File: src/rtl/ca5_q1_seq_detector.sv
// Overlapping serial detector for the pattern 1001.
// Moore FSM: w is decoded from the state register only.
module ca5_q1_seq_detector (
    input  logic clk,
    input  logic rst,
    input  logic j,
    output logic w
);

    localparam logic [2:0] S0 = 3'b000;
    localparam logic [2:0] S1 = 3'b001;
    localparam logic [2:0] S2 = 3'b010;
    localparam logic [2:0] S3 = 3'b011;
    localparam logic [2:0] S4 = 3'b100;

    // Power-up value lets the block work with rst tied low.
    logic [2:0] state = S0;
    logic [2:0] state_nxt;

    always_comb begin
        state_nxt = S0;
        case (state)
            S0:      state_nxt = j ? S1 : S0;
            S1:      state_nxt = j ? S1 : S2;
            S2:      state_nxt = j ? S1 : S3;
            S3:      state_nxt = j ? S4 : S0;
            // Trailing 1 of a match is the head of the next one.
            S4:      state_nxt = j ? S1 : S2;
            default: state_nxt = S0;
        endcase
    end

    always_ff @(posedge clk or posedge rst) begin
        if (rst) begin
            state <= S0;
        end else begin
            state <= state_nxt;
        end
    end

    assign w = (state == S4);

endmodule

File: config.mk
export PLATFORM = sky130hd
export DESIGN_NAME = ca5_q1_seq_detector
export DESIGN_NICKNAME = d
export VERILOG_FILES = /design/src/rtl/ca5_q1_seq_detector.sv
export SDC_FILE = /design/constraint.sdc
export NUM_CORES = 1
export LEC_CHECK = 0
export BUFFER_PORTS_ARGS = -buffer_cell sky130_fd_sc_hd__buf_2
export CORE_AREA = 2 2 39 41
export DETAILED_ROUTE_END_ITERATION = 12
export DIE_AREA = 0 0 41 43
export HOLD_SLACK_MARGIN = 0.03
export PLACE_DENSITY_LB_ADDON = 0.25
export SYNTH_ARGS = -nofsm -noshare
export SYNTH_HDL_FRONTEND = slang
export SYNTH_SLANG_ARGS = --single-unit
File: constraint.sdc
create_clock -name clk -period 1.25 [get_ports clk]
set_input_delay 0.25 -clock clk [delete_from_list [all_inputs] [get_ports clk]]
set_output_delay 0.25 -clock clk [all_outputs]
set_load 0.05 [all_outputs]
# [Word level (Yosys, flattened, before mapping)]
# Cells that the tools add are included.
[word_totals] register_bits=3 in_bits=3 output_inout_bits=1 wordCells=12
[op_classes] eq_ne=4 mux=5 n_reduce_logical=2
[op_table] cell="$pmux 3 s4" n=1
[op_table] cell="$eq 3x2->1 const B" n=2
[op_table] cell="$mux 2" n=2
[op_table] cell="$eq 3x1->1 const B" n=1
[op_table] cell="$eq 3x3->1 const B" n=1
[op_table] cell="$logic_not 3->1" n=1
[op_table] cell="$mux 3" n=1
[op_table] cell="$reduce_or 2->1" n=1
[op_table] cell="$mux 1" n=1

# [Logic depth before layout (Yosys ltp)]
# Gate-level depths: netlist (run 1).
[logic_depth] depth_word=3 mapped_depth=2 depth_no_buf=2

# [Worst setup path after synthesis (run 1)]
# No wires, ideal clock.
[synth_path] kind="reg-to-reg" start="register state[1]" end="register state[1]" setup_time_ps=65 arrival_ps=1375 required_ps=1185 path_slack_ps=-190 stages_incl_launch_ff=3 path_buffers=0 period_less_slack_ps=1440 path_cell_list="dfrtp_1 nor3b_2 a22o_2"
[synth_between] elab_chain_len=3 elab_cells_between_ends=7 classes_between="eq/ne (4); mux (1); reduce/logical (2)"
[synth_lines] item="from (decl)" line="17" rtl="logic [2:0] state = S0;"
[synth_lines] item="from (signal assigned)" line="37" rtl="state <= state_nxt;"
[synth_lines] item="$eq 3x3->1"
[synth_lines] item="via w" line="7" rtl="output logic w"
[synth_lines] item="$reduce_or 2->1 (no source line)"
[synth_lines] item="$pmux 3 s4" line="22" rtl="case (state)"
[synth_lines] item="via state_nxt[1]" line="18" rtl="logic [2:0] state_nxt;"
# The timed path passes the listed nets, and every way through them passes these cells.

# [Worst setup path after layout (run 1)]
[layout_path] start="register state[2]" end="output port w"
[layout_between] elab_chain_len=1
[layout_lines] item="$eq 3x3->1" line="41" rtl="assign w = (state == S4);"
[layout_lines] item="to (decl)" line="7"
# Every way passes these cells.

==> results.json, run 1 <==
{
  "skew_ps": 1.25,
  "power.density_nw_per_um2": 2020,
  "io_buffers": 3,
  "outcome": "complete, but fails checks",
  "cpPeakStageDelay_ps": 390,
  "clk_latency_ps": 230,
  "timing.slew.headroom": 0.883,
  "timing.hold.ws_ps": 283,
  "busiest_layer": "met4",
  "fin_crit_ps": 1290,
  "grt_pass1_wl_um": 572,
  "hp-class": "input port to register",
  "rsz0062_at_grt": "yes",
  "arrival_ps": 1040,
  "grt_start_max_net_pins": 6,
  "ys_warn_count": 0,
  "wirelength_um": 298,
  "globalplace.congestion": 0.579,
  "crit_path_end_kind": "output port",
  "grt_util_met2": 0.0688,
  "die_h_um": 43,
  "start_kind": "register",
  "critPathCapture": "w",
  "dr.pass1.iters": 1,
  "fin_crit_sh": 1.03,
  "drtAntennaViolNets": 0,
  "grt_pass1_vias": 152,
  "grt_overflow": 0,
  "worst-path-buf-inv": 1,
  "cts_buffer_depth": 2,
  "num_rows": 14,
  "total_leakage_power_nw": 0.120,
  "crit_type": "register to output port",
  "antenna_found_initial": 0,
  "cp_top_family": "flip-flops",
  "reg.largest.list": "state x3",
  "hold_violations": 0,
  "fin_util": 0.180,
  "drt_iter0_markers": 0,
  "slew_viol_final": 0,
  "ff2ff_setup_slack_ps": 210,
  "cts-root-buf": "clkbuf_4",
  "ys_seq_area_frac": 0.500,
  "tns_ps": -39.3,
  "syn_avg_cell_area_um2": 10.0,
  "core_um2": 1380,
  "num_vias": 135,
  "ys_types": 10,
  "vias_per_cell": 3.29,
  "syn_nets": 18,
  "ir_worst_vdd_uv": 629,
  "maxCapViolations": 0,
  "antenna_cells": 0,
  "die_w_um": 41,
  "timing.rr.start": "state[1]",
  "cts_buffers": 3,
  "setup_violations": 1,
  "drive_gt1_frac": 0.440,
  "fin_nets": 29,
  "r2r_cells": 3,
  "grt_use_met1": 0.0519,
  "cts_max_level": 1,
  "ys_ff_latch": 3,
  "syn_area_um2": 150,
  "clkSinkCount": 3,
  "routedWlPerCell_um": 7.27,
  "crit_chain": "nor3b_4 > buf_6",
  "detailed_place_hpwl_um": 224,
  "drc": 0,
  "critPathRequiredTime_ps": 1000,
  "n_fill_cell": 154,
  "largest_reg_flops": 3,
  "top_register": "state",
  "pin_count": 4,
  "cp.depth": 2,
  "max_slew.worst_pin.slew_ps": 175,
  "violations": "negative setup slack",
  "worst_slack_ps": -39.3,
  "tritoncts": "yes",
  "crit_start": "state[2]",
  "start_util": 0.108,
  "use_met3": 0.0314,
  "slowest_stage": "dfrtp_1",
  "grt_usage": 0.0564,
  "dieArea_um2": 1760,
  "fmax_mhz": 776,
  "p_total_uw": 502,
  "synth_cells": 15,
  "rr_endpoint": "state[1]",
  "syn_to_final_growth_pct": 65.8,
  "cts.reportedPaths.clkPinSlew_ps": 40,
  "path_max_fanout": 5
}
[where the power goes]
group | total, mW | internal [mW] | switching [mW]
clock network | 0.169 | 0.120 | 0.0497
logic | 0.169 | 0.0949 | 0.0742
registers | 0.164 | 0.129 | 0.0349
[timing repair]
action,in CTS,in global routing
pin swaps,0,0
endpoints found under the setup margin,1,1
hold endpoints to repair,3,0
gates resized for setup,2,0
hold buffers,1,0
cloned,0,0
buffers inserted,1,0
[worst min-delay path by stage]
stage / cells after the start / from / end / slack (ps)
after floorplan: 1 / rst / state[0] / 4
final: 3 / j / state[2] / 280
after global placement: 2 / rst / state[2] / 110
after global routing: 3 / j / state[2] / 280
after detailed placement: 2 / rst / state[0] / 110
after CTS: 3 / j / state[2] / 270
[logic make-up (layout without fill, tap and decap cells)]
family,count (synthesis),after routing,share of synthesized area
simple gates,6,6,0.242
flops,3,3,0.500
buf+inv,3,13,0.0750
compound gates,2,2,0.125
xor+xnor,1,1,0.0583
[synth_stat cells, drive strengths merged]
master  instances  area, µm²
nand2           2       7.51
nor3b           2       20.0
inv             3       11.3
nor2            1       3.75
nor3            1       5.00
xor2            1       8.76
a22o            1       10.0
dfrtp           3       75.1
a31o            1       8.76
[layer usage]
| layer | wire (µm) | share of wire |
|---|---|---|
| met1 | 130 | 0.44 |
| met2 | 124 | 0.42 |
| met3 | 27 | 0.091 |
| met4 | 15 | 0.050 |
| met5 | 0 | 0 |
[final cells by class]
type | count | area [µm²] | area share
Clock buffer | 4 | 26.3 | 0.106
Tap cell | 16 | 20.0 | 0.0804
Timing Repair Buffer | 6 | 46.3 | 0.186
Multi-Input combinational cell | 9 | 70.1 | 0.281
Inverter | 3 | 11.3 | 0.0452
Sequential cell | 3 | 75.1 | 0.302
[worst register-to-register path: stages (launching register included)]
cell and delay (ps):
dfrtp_1 400, buf_4 150, xor2_1 150, a22o_2 210
[metrics by stage]
step	std cells	area, µm²	setup WS, ps
floorplan	15	156	4.12
global placement	35	199	105
detailed placement	35	199	83.2
CTS	41	249	-52.3
global route	41	249	-107
finish	41	249	-39.3
[cell usage in the layout, fill, tap and decap left out, drive strengths merged]
cell type    count
buf              5
clkbuf           4
inv              3
dfrtp            3
nand2            2
nor3b            2
xor2             1
nor2             1
a22o             1
nor3             1
a31o             1
dlygate4sd3      1
Note: power is estimated with default switching activity, not from simulation.
==> run 2, diff against run 1 <==
- CTS_BUF_LIST: unset -> sky130_fd_sc_hd__clkbuf_16
==> results.json, run 2 (same netlist as run 1, synthesis figures left out) <==
{
  "grt_pass1_vias": 173,
  "min_path_cells": 3,
  "clkSinkCount": 3,
  "grt_pass1_wl_um": 669,
  "stdcell_count": 42,
  "routedWlPerCell_um": 8.00,
  "crit_path_end_kind": "output port",
  "skew_ps": 1.52,
  "hold_violations": 0,
  "die_w_um": 41,
  "top_register": "state",
  "timing.slew.headroom": 0.890,
  "outcome": "complete, but fails checks",
  "path_max_fanout": 2,
  "worst_hold_path.endpoint": "state[2]",
  "num_rows": 14,
  "maxCapViolations": 0,
  "start_util": 0.108,
  "rsz0062_at_grt": "yes",
  "start_kind": "register",
  "drive_gt1_frac": 0.462,
  "largest_reg_flops": 3,
  "rr_endpoint": "state[1]",
  "fmax_mhz": 780,
  "hp-class": "input port to register",
  "drtAntennaViolNets": 0,
  "hp-start": "j",
  "clk_latency_ps": 220,
  "final_common_cell": "inv_1",
  "slew_viol_final": 0,
  "timing.rr.start": "state[1]",
  "arrival_ps": 1030,
  "grt_start_max_net_pins": 5,
  "final_area_um2": 309,
  "grt_usage": 0.0634,
  "fin_crit_sh": 1.03,
  "cts_buffer_depth": 2,
  "max_slew.worst_pin.slew_ps": 164,
  "die_h_um": 43,
  "final_cell_mix": "4 x inv_1, 3 x clkbuf_16, 3 x buf_4, 3 x dfrtp_1",
  "dieArea_um2": 1760,
  "num_vias": 141,
  "total_leakage_power_nw": 0.152,
  "violations": "negative setup slack",
  "antenna_cells": 0,
  "ff2ff_setup_slack_ps": 210,
  "ir_worst_vdd_uv": 812,
  "vias_per_cell": 3.36,
  "cts_max_level": 1,
  "placed_cell_area_um2": 199,
  "dp_slack_ps": 83.2,
  "drt_iter0_markers": 0,
  "worst_slack_ps": -32.4,
  "core_um2": 1380,
  "io_buffers": 3,
  "drc": 0,
  "r2r_cells": 3,
  "setup_violations": 1,
  "dp.cells": 35,
  "syn_to_final_growth_pct": 106,
  "fin_nets": 30,
  "crit_type": "register to output port",
  "reg.largest.list": "state x3",
  "tritoncts": "yes",
  "cts-root-buf": "clkbuf_16",
  "cts_buffers": 3,
  "critPathRequiredTime_ps": 1000,
  "antenna_found_initial": 0,
  "grt_overflow": 0,
  "power.density_nw_per_um2": 2720,
  "p_total_uw": 842,
  "wirelength_um": 336,
  "detailed_place_hpwl_um": 224,
  "dr.pass1.iters": 1,
  "globalplace.congestion": 0.579,
  "fin_crit_ps": 1280,
  "pin_count": 4,
  "cts.reportedPaths.clkPinSlew_ps": 30
}
run 2: cell type report:
type | instances | area [µm²]
multi-input combinational | 9 | 70.1
clock buffer | 3 | 75.1
tap | 16 | 20.0
clock inverter | 1 | 3.75
inverter | 3 | 11.3
sequential | 3 | 75.1
timing repair buffer | 7 | 53.8
fill | 151 | 1070
run 2: worst max-delay path by stage:
stage / start / to / slack (ps)
after floorplan: state[1] / state[1] / 4
after global placement: state[1] / w / 100
after detailed placement: state[1] / w / 80
after CTS: state[1] / w / -30
after global routing: state[1] / w / -80
final: state[1] / w / -30
run 2: repair_timing:
action | CTS | global route
hold buffers | 1 | 0
gates cloned | 0 | 0
buffers inserted | 2 | 0
endpoints found under the setup margin | 1 | 1
resized for setup | 2 | 0
endpoints found under the hold margin | 3 | 0
run 2: stage by stage:
step	util	TNS [ps]	hold WS, ps
floorplan	-	0	3.64
global placement	0.144	0	113
detailed placement	0.144	0	115
CTS	0.223	-34.5	286
global route	0.223	-75.5	306
finish	0.223	-32.4	288
run 2: routing by layer:
layer  GRT usage  vias to the layer above  part of all wire
met1      0.0583                       64              0.43
met4      0.0600                        0                 0
met5           0                        -                 0
met2      0.0844                        6              0.46
li1            -                       71                 -
met3      0.0471                        0              0.11
run 2: where the power goes:
part / switching [mW] / internal (mW)
logic: 0.0793 / 0.101
clock network: 0.0883 / 0.413
registers: 0.0319 / 0.129
run 2: critical path: stages, from the launching register on:
cell and delay, ps:
dfrtp_1 400, nor3b_4 230, buf_6 180
